[config.mk]
export PLATFORM = sky130hd
export DESIGN_NAME = dpi_ctx_sched
export DESIGN_NICKNAME = d
export VERILOG_FILES = /design/src/rtl/dpi_ctx_sched.sv
export SDC_FILE = /design/constraint.sdc
export NUM_CORES = 1
export LEC_CHECK = 0
export CAP_MARGIN = 15
export CORE_MARGIN = 2
export CORE_UTILIZATION = 27
export DETAILED_ROUTE_END_ITERATION = 6
export RECOVER_POWER = 50
export SLEW_MARGIN = 5
export SYNTH_ARGS = -nofsm -noshare
export SYNTH_HDL_FRONTEND = slang
export SYNTH_SLANG_ARGS = --single-unit
[constraint.sdc]
create_clock -name clk -period 2.4 [get_ports clk]
set_clock_uncertainty 0.05 [all_clocks]
set_input_delay 0.36 -clock clk [delete_from_list [all_inputs] [get_ports clk]]
set_output_delay 0.36 -clock clk [all_outputs]
set_load 0.01 [all_outputs]
[src/rtl/dpi_ctx_sched.sv]
// Time-multiplexes one DFA regex engine across NUM_FLOWS packet flows, saving and
// restoring each flow's engine state around round-robin burst grants.
module dpi_ctx_sched #(
  parameter  int NUM_FLOWS = 4,
  parameter  int STATE_W   = 11,
  parameter  int MAX_BURST = 16,
  localparam int FLOW_W    = $clog2(NUM_FLOWS)
) (
  input  logic                   clk,
  input  logic                   rst_n,
  input  logic [NUM_FLOWS-1:0]   s_valid,
  input  logic [8*NUM_FLOWS-1:0] s_data,
  input  logic [NUM_FLOWS-1:0]   s_last,
  output logic [NUM_FLOWS-1:0]   s_ready,
  output logic [7:0]             eng_char,
  output logic                   eng_char_vld,
  output logic [STATE_W-1:0]     eng_state_in,
  output logic                   eng_state_vld,
  input  logic [STATE_W-1:0]     eng_state_out,
  input  logic                   eng_accept,
  output logic                   res_vld,
  output logic [FLOW_W-1:0]      res_flow,
  output logic                   res_match
);

  localparam int          CNT_W = $clog2(MAX_BURST + 1);
  localparam int unsigned NF    = NUM_FLOWS;

  typedef enum logic [1:0] {IDLE, RESTORE, STREAM, SAVE} state_t;

  state_t               state;
  logic [FLOW_W-1:0]    gnt;
  logic [FLOW_W-1:0]    rr_ptr;
  logic [FLOW_W-1:0]    pick;
  logic                 found;
  int unsigned          idx;
  logic [STATE_W-1:0]   ctx [NUM_FLOWS];
  logic [NUM_FLOWS-1:0] match;
  logic [CNT_W-1:0]     burst_cnt;

  logic                 g_valid;
  logic                 g_last;
  logic [7:0]           g_data;
  logic                 burst_end;
  logic                 stream_exit;

  always_comb begin
    found = 1'b0;
    pick  = '0;
    idx   = 0;
    for (int unsigned k = 0; k < NF; k++) begin
      idx = 32'(rr_ptr) + k;
      if (idx >= NF) idx = idx - NF;
      if (!found && s_valid[idx[FLOW_W-1:0]]) begin
        found = 1'b1;
        pick  = idx[FLOW_W-1:0];
      end
    end
  end

  assign g_valid     = s_valid[gnt];
  assign g_last      = s_last[gnt];
  assign g_data      = s_data[{gnt, 3'b000} +: 8];
  assign burst_end   = (burst_cnt == CNT_W'(MAX_BURST - 1));
  // A bubble, the packet's last byte, or the final byte of the burst all end the grant.
  assign stream_exit = !g_valid || g_last || burst_end;

  always_comb begin
    s_ready       = '0;
    eng_char      = '0;
    eng_char_vld  = 1'b0;
    eng_state_vld = 1'b0;
    eng_state_in  = '0;
    if (state == STREAM) begin
      s_ready[gnt] = g_valid;
      eng_char     = g_data;
      eng_char_vld = g_valid;
    end
    if (state == RESTORE) begin
      eng_state_vld = 1'b1;
      eng_state_in  = ctx[gnt];
    end
  end

  always_ff @(posedge clk or negedge rst_n) begin
    if (!rst_n) begin
      state     <= IDLE;
      gnt       <= '0;
      rr_ptr    <= '0;
      match     <= '0;
      burst_cnt <= '0;
      res_vld   <= 1'b0;
      res_flow  <= '0;
      res_match <= 1'b0;
      for (int unsigned i = 0; i < NF; i++) ctx[i] <= '0;
    end else begin
      res_vld   <= 1'b0;
      res_flow  <= '0;
      res_match <= 1'b0;
      case (state)
        IDLE: begin
          if (found) begin
            gnt    <= pick;
            rr_ptr <= (pick == FLOW_W'(NUM_FLOWS - 1)) ? '0 : pick + 1'b1;
            state  <= RESTORE;
          end
        end
        RESTORE: begin
          burst_cnt <= '0;
          state     <= STREAM;
        end
        STREAM: begin
          if (g_valid) begin
            if (burst_cnt != CNT_W'(MAX_BURST)) burst_cnt <= burst_cnt + 1'b1;
            if (eng_accept) match[gnt] <= 1'b1;
          end
          if (stream_exit) begin
            state <= SAVE;
            if (g_valid && g_last) begin
              res_vld   <= 1'b1;
              res_flow  <= gnt;
              res_match <= match[gnt] | eng_accept;
            end
          end
        end
        SAVE: begin
          // res_vld doubles as the "last exit" flag for the cycle spent in SAVE.
          if (res_vld) begin
            ctx[gnt]   <= '0;
            match[gnt] <= 1'b0;
          end else if (burst_cnt != '0) begin
            ctx[gnt] <= eng_state_out;
          end
          state <= IDLE;
        end
        default: state <= IDLE;
      endcase
    end
  end

endmodule

---- Word level (Yosys, flattened, before mapping) ----
Cells that the tools add are included.
storage, ports and cells
  output and inout port bits .............. 29
  flip-flop bits (word level) ............. 63
  word-level logic and storage cells ...... 137
operators by class
  bitwise operators ....................... 8
  order comparisons ....................... 12
  add/subtract/negate cells ............... 9
  reduce and logical (&&, ||, !) cells .... 22
  muxes and demuxes ....................... 61
  equality and inequality tests ........... 12
  shifts and indexed selects .............. 1
operator list
  operator               count
  $mux W44               2
  $and A44 B44 Y44       1
  $bwmux W44             1
  $mux W11               4
  $not A44 Y44           1
  $shiftx A32 B6 Y8      1
  $mux W2                14
  $bmux W11 S2           1
  $demux W11 S2          1
  $mux W1                20
  $mux W4                4
  $lt A2 B3 Y1 const B   5
  $bmux W1 S2            7
  $ge A3 B3 Y1 const B   4
  $mux W5                2
  $ne A2 B2 Y1 const B   5
  $pmux W5 S2            1
  $and A4 B4 Y4          2
  $mux W8                1
  $pmux W2 S4            1
  $pmux W4 S2            1
  $sub A2 B1 Y2 const B  4
  $add A2 B2 Y3 const B  2
  $eq A2 B2 Y1 const B   3
  24 further kinds       37

---- Longest topological paths before layout ----
  depth after elaboration ................. 16
  mapped depth ............................ 8
  mapped depth without buffers ............ 7

---- Worst setup path before layout ----
Ideal clock, no wire load.
  path type ............................... reg-to-output
  from .................................... register gnt[0]
  to ...................................... output port eng_state_in[0]
  setup slack ............................. 0.462 ns
  data arrival time ....................... 1.528 ns
  stages on the path, launching flop included .. 7
  data required time ...................... 1.990 ns
  path buffers ............................ 4
  cell sequence ........................... dfrtp_1 -> buf_6 -> buf_4 -> buf_4 -> buf_2 -> mux4_2 -> and2_1
between the ends
  word-level cells in the longest chain between the ends .. 5
ends and longest elaborated chain
  item                                          line  source
  start: declaration                            32    logic [FLOW_W-1:0] gnt;
  start signal: assignment                      103   gnt <= pick;
  $not A2 Y3 (implied by the code)              81    eng_state_in = ctx[gnt];
  $bmux W11 S2                                  81
  $mux W11 (implied by the code) (2 in series)  81
  $mux W11                                      79    if (state == RESTORE) begin
  end: declaration                              17    output logic [STATE_W-1:0] eng_state_in,
Every way passes these cells. The select of a mux whose other input is x is not followed.

---- Worst setup path after layout ----
  from .................................... register gnt[0]
  to ...................................... output port eng_char[7]
between the ends
  word-level cells in the longest chain between the ends .. 2
ends and longest elaborated chain
  item               line  source
  $shiftx A32 B6 Y8  63    assign g_data = s_data[{gnt, 3'b000} +: 8];
  $mux W8            74    if (state == STREAM) begin
  end: declaration   15    output logic [7:0] eng_char,
Every way passes these cells.

==> out/summary.txt <==
Filler cells: 1,200
TritonCTS buffer count: 9
Final Cycle Share: 0.981
I/O pins: 83
Post-synthesis xor/xnor area fraction: 0.00260
Critical Path End: eng_char[7]
Worst-Skew Late Latency: 0.33 ns
Library cells used by synthesis: 37
Final Util: 0.413
Die W: 116 um
Final Hold Viols: 0
Crit path DAT: 1.94 ns
R2R setup slack: 0.20 ns
Mean post-synth cell area: 10.5 sq um
RSZ-0062 raised after global routing: true
Synth area leaders: dfrtp_1 (47%), mux4_2 (14%), o21ai_0 (7.9%), nand2_1 (7.1%), and2_1 (3.9%)
Worst path required time: 1.99 ns
Simple-gate share of the synthesized area: 0.172
Compound-cell area share of the yosys netlist: 0.121
WL/cell: 14.7 um
Max transition margin: -0.128
Area Growth Syn to Fin: 48.3%
Largest fanout on the critical path: 5
Max Cap Viol: 1
Mux cell area share after synthesis: 0.173
Starting Density: 0.278
ANT cells: 0
Iter 0 DRT Violations: 67
Synth Instances: 322
Min cycle time layout: 2.35 ns
Sequential-to-total area share from yosys stat: 0.468
Layout cell share with drive strength beyond 1: 0.189
Hold Crit Class: in2async
Worst vdd ir: 0.000484 V
Synth top cells by count: nand2_1 (64), dfrtp_1 (63), o21ai_0 (53), and2_1 (21), mux4_2 (21)
Antenna violations before repair: 0
Final setup vio count: 0
# hold bufs at CTS: 0
Drt pass-1 iters: 4
CP Launch Point: gnt[0]
Max clock buf depth: 2
Post-synth top area share: 0.468
WL final: 8.89 mm
Run status: finished with violations
Synth Warn #: 0
Syn Nets: 383
Nets: 492
Asr flop ratio synth: 1.00
Site Rows: 40
Top-count cell post-synth: nand2_1
Vias: 2,734
DR vias/cell: 4.53
Post-route worst setup slack: 0.0468 ns
Post-synth EDFFs: 0
Tightest Pin Transition: 1.69 ns
Clock slew at reported path FFs: 0.05 ns
Worst Setup Start Kind: flip-flop
PortBufs: 82
Die H: 116 um
GRT Overall Usage: 0.139
Final Max Tran Viols: 30
Crit Path Category: reg2out
# DRC: 0
PD cells: 1230 mW/mm^2
Grt total ovfl: 0
Post-synth top area cell: dfrtp_1
Post-Syn Area: 0.00337 sq mm
Leak: 2.33 nW
Register-to-Register Path Depth: 7
Die area: 0.0134 sq mm
First-pass GRT wire length: 14.1 mm
DP HPWL: 6.02 mm
Worst r2r src: gnt[0]
Pre-CTS setup slack: 0.120 ns
Synthesized flop and latch total: 63
H-tree levels: 3
Critical path capture point type: output port
Ys flop type: dfrtp_1
Pin count of the biggest net entering global routing: 35
Root Driver: clkbuf_16
Vias in the first global route: 2,782
Antenna Violating Nets Remaining: 0
CTS tree: done
Failing checks: capacitance limit, slew limit
Largest family of logic cells by synthesized area: multiplexers
Core ar.: 0.0121 sq mm
FF-to-FF End: state[1]
GPL Wtd Cong: 0.751
CTS sink count: 63
Post-Synth Adder-Cell Area: 0.0260
FMAX: 425 MHz
==> layout make-up <==
cell class / count / area (sq um) / area share
inverter: 10 / 37.5 / 0.00751
tap: 168 / 210 / 0.0421
multi-input combinational: 230 / 1680 / 0.336
sequential: 63 / 1580 / 0.316
clock buffer: 9 / 225 / 0.0451
timing repair buffer: 117 / 1180 / 0.236
clock inverter: 6 / 86.3 / 0.0173
==> logic make-up (layout without fill, tap and decap cells) <==
| logic type | count (synthesis) | count (layout) |
|---|---|---|
| buffers and inverters | 29 | 142 |
| xor gates and xnor gates | 1 | 1 |
| muxes | 31 | 31 |
| AOI/OAI and AO/OA | 69 | 69 |
| adders and majority gates | 7 | 7 |
| and+or+nand+nor | 122 | 122 |
| DFF | 63 | 63 |
==> repair_timing <==
action                                  CTS  global route
buffers inserted                          6             6
endpoints found under the setup margin   24             8
resized for setup                        26             5
pin swaps                                 0             0
gates cloned                              3             0
==> routing by layer <==
| metal | track usage | vias up | part of all wire |
|---|---|---|---|
| met3 | 0.0418 | 16 | 0.061 |
| met1 | 0.170 | 1309 | 0.44 |
| met4 | 0.0476 | 0 | 0.017 |
| li1 | - | 1331 | - |
| met2 | 0.235 | 78 | 0.48 |
| met5 | 0 | - | 0 |
==> report_power, final <==
group	total (mW)	internal (mW)	switching, mW
Sequential	1.85	1.56	0.283
Combinational	2.95	1.65	1.30
Clock	1.36	0.900	0.464
Total	6.16	4.11	2.05
==> stage by stage <==
| stage | setup TNS, ns | cell area, sq um | std cells | hold WS [ns] | total power [mW] |
|---|---|---|---|---|---|
| after floorplan | 0 | 3370 | 322 | 0.0144 | 3.52 |
| after global placement | 0 | 4490 | 573 | 0.386 | 4.49 |
| after detailed placement | 0 | 4490 | 573 | 0.396 | 4.56 |
| after CTS | -0.183 | 4940 | 597 | 0.0484 | 6.15 |
| after global routing | -0.00833 | 5000 | 603 | 0.454 | 6.61 |
| final | 0 | 5000 | 603 | 0.413 | 6.16 |
==> critical path: stages, from the launching register on <==
cell,delay (ns)
dfrtp_2,0.41
bufbuf_16,0.28
mux4_2,0.49
and2_1,0.17
dlygate4sd2_1,0.28
==> cell usage in the layout (no fill, tap or decap), drive strengths merged, types with 2 or more instances in the layout <==
| cell | synthesis | routed |
|---|---|---|
| a21oi | 4 | 4 |
| a31oi | 2 | 2 |
| and2 | 21 | 21 |
| and3 | 2 | 2 |
| buf | 8 | 32 |
| bufbuf | 0 | 3 |
| bufinv | 0 | 2 |
| clkbuf | 11 | 10 |
| clkdlybuf4s50 | 0 | 54 |
| clkinv | 0 | 3 |
| dfrtp | 63 | 63 |
| dlygate4sd2 | 0 | 20 |
| dlygate4sd3 | 0 | 3 |
| dlymetal6s2s | 0 | 3 |
| ha | 7 | 7 |
| inv | 10 | 10 |
| mux2 | 4 | 4 |
| mux2i | 6 | 6 |
| mux4 | 21 | 21 |
| nand2 | 64 | 64 |
| nand2b | 19 | 19 |
| nand4 | 2 | 2 |
| nor2 | 9 | 9 |
| nor2b | 2 | 2 |
| o21ai | 53 | 53 |
| o31ai | 2 | 2 |
==> worst min path at each step <==
stage                     cells past startpoint     from   endpoint  slack [ns]
after floorplan                               0    rst_n  async pin        0.01
after global placement                        1    rst_n    res_vld        0.39
after detailed placement                      1    rst_n    res_vld        0.40
after CTS                                     1    rst_n  async pin        0.05
after global routing                          2  ctx[41]    ctx[41]        0.45
final                                         1    rst_n    res_vld        0.41
==> sequential cells by signal, indices dropped and copies added (netlist names), named ones only <==
| name | cells |
|---|---|
| burst_cnt | 5 |
| ctx | 44 |
| gnt | 2 |
| res_vld | 1 |
| state | 2 |
| res_flow | 2 |
| rr_ptr | 2 |
| res_match | 1 |
(Power assumes the default switching activity.)
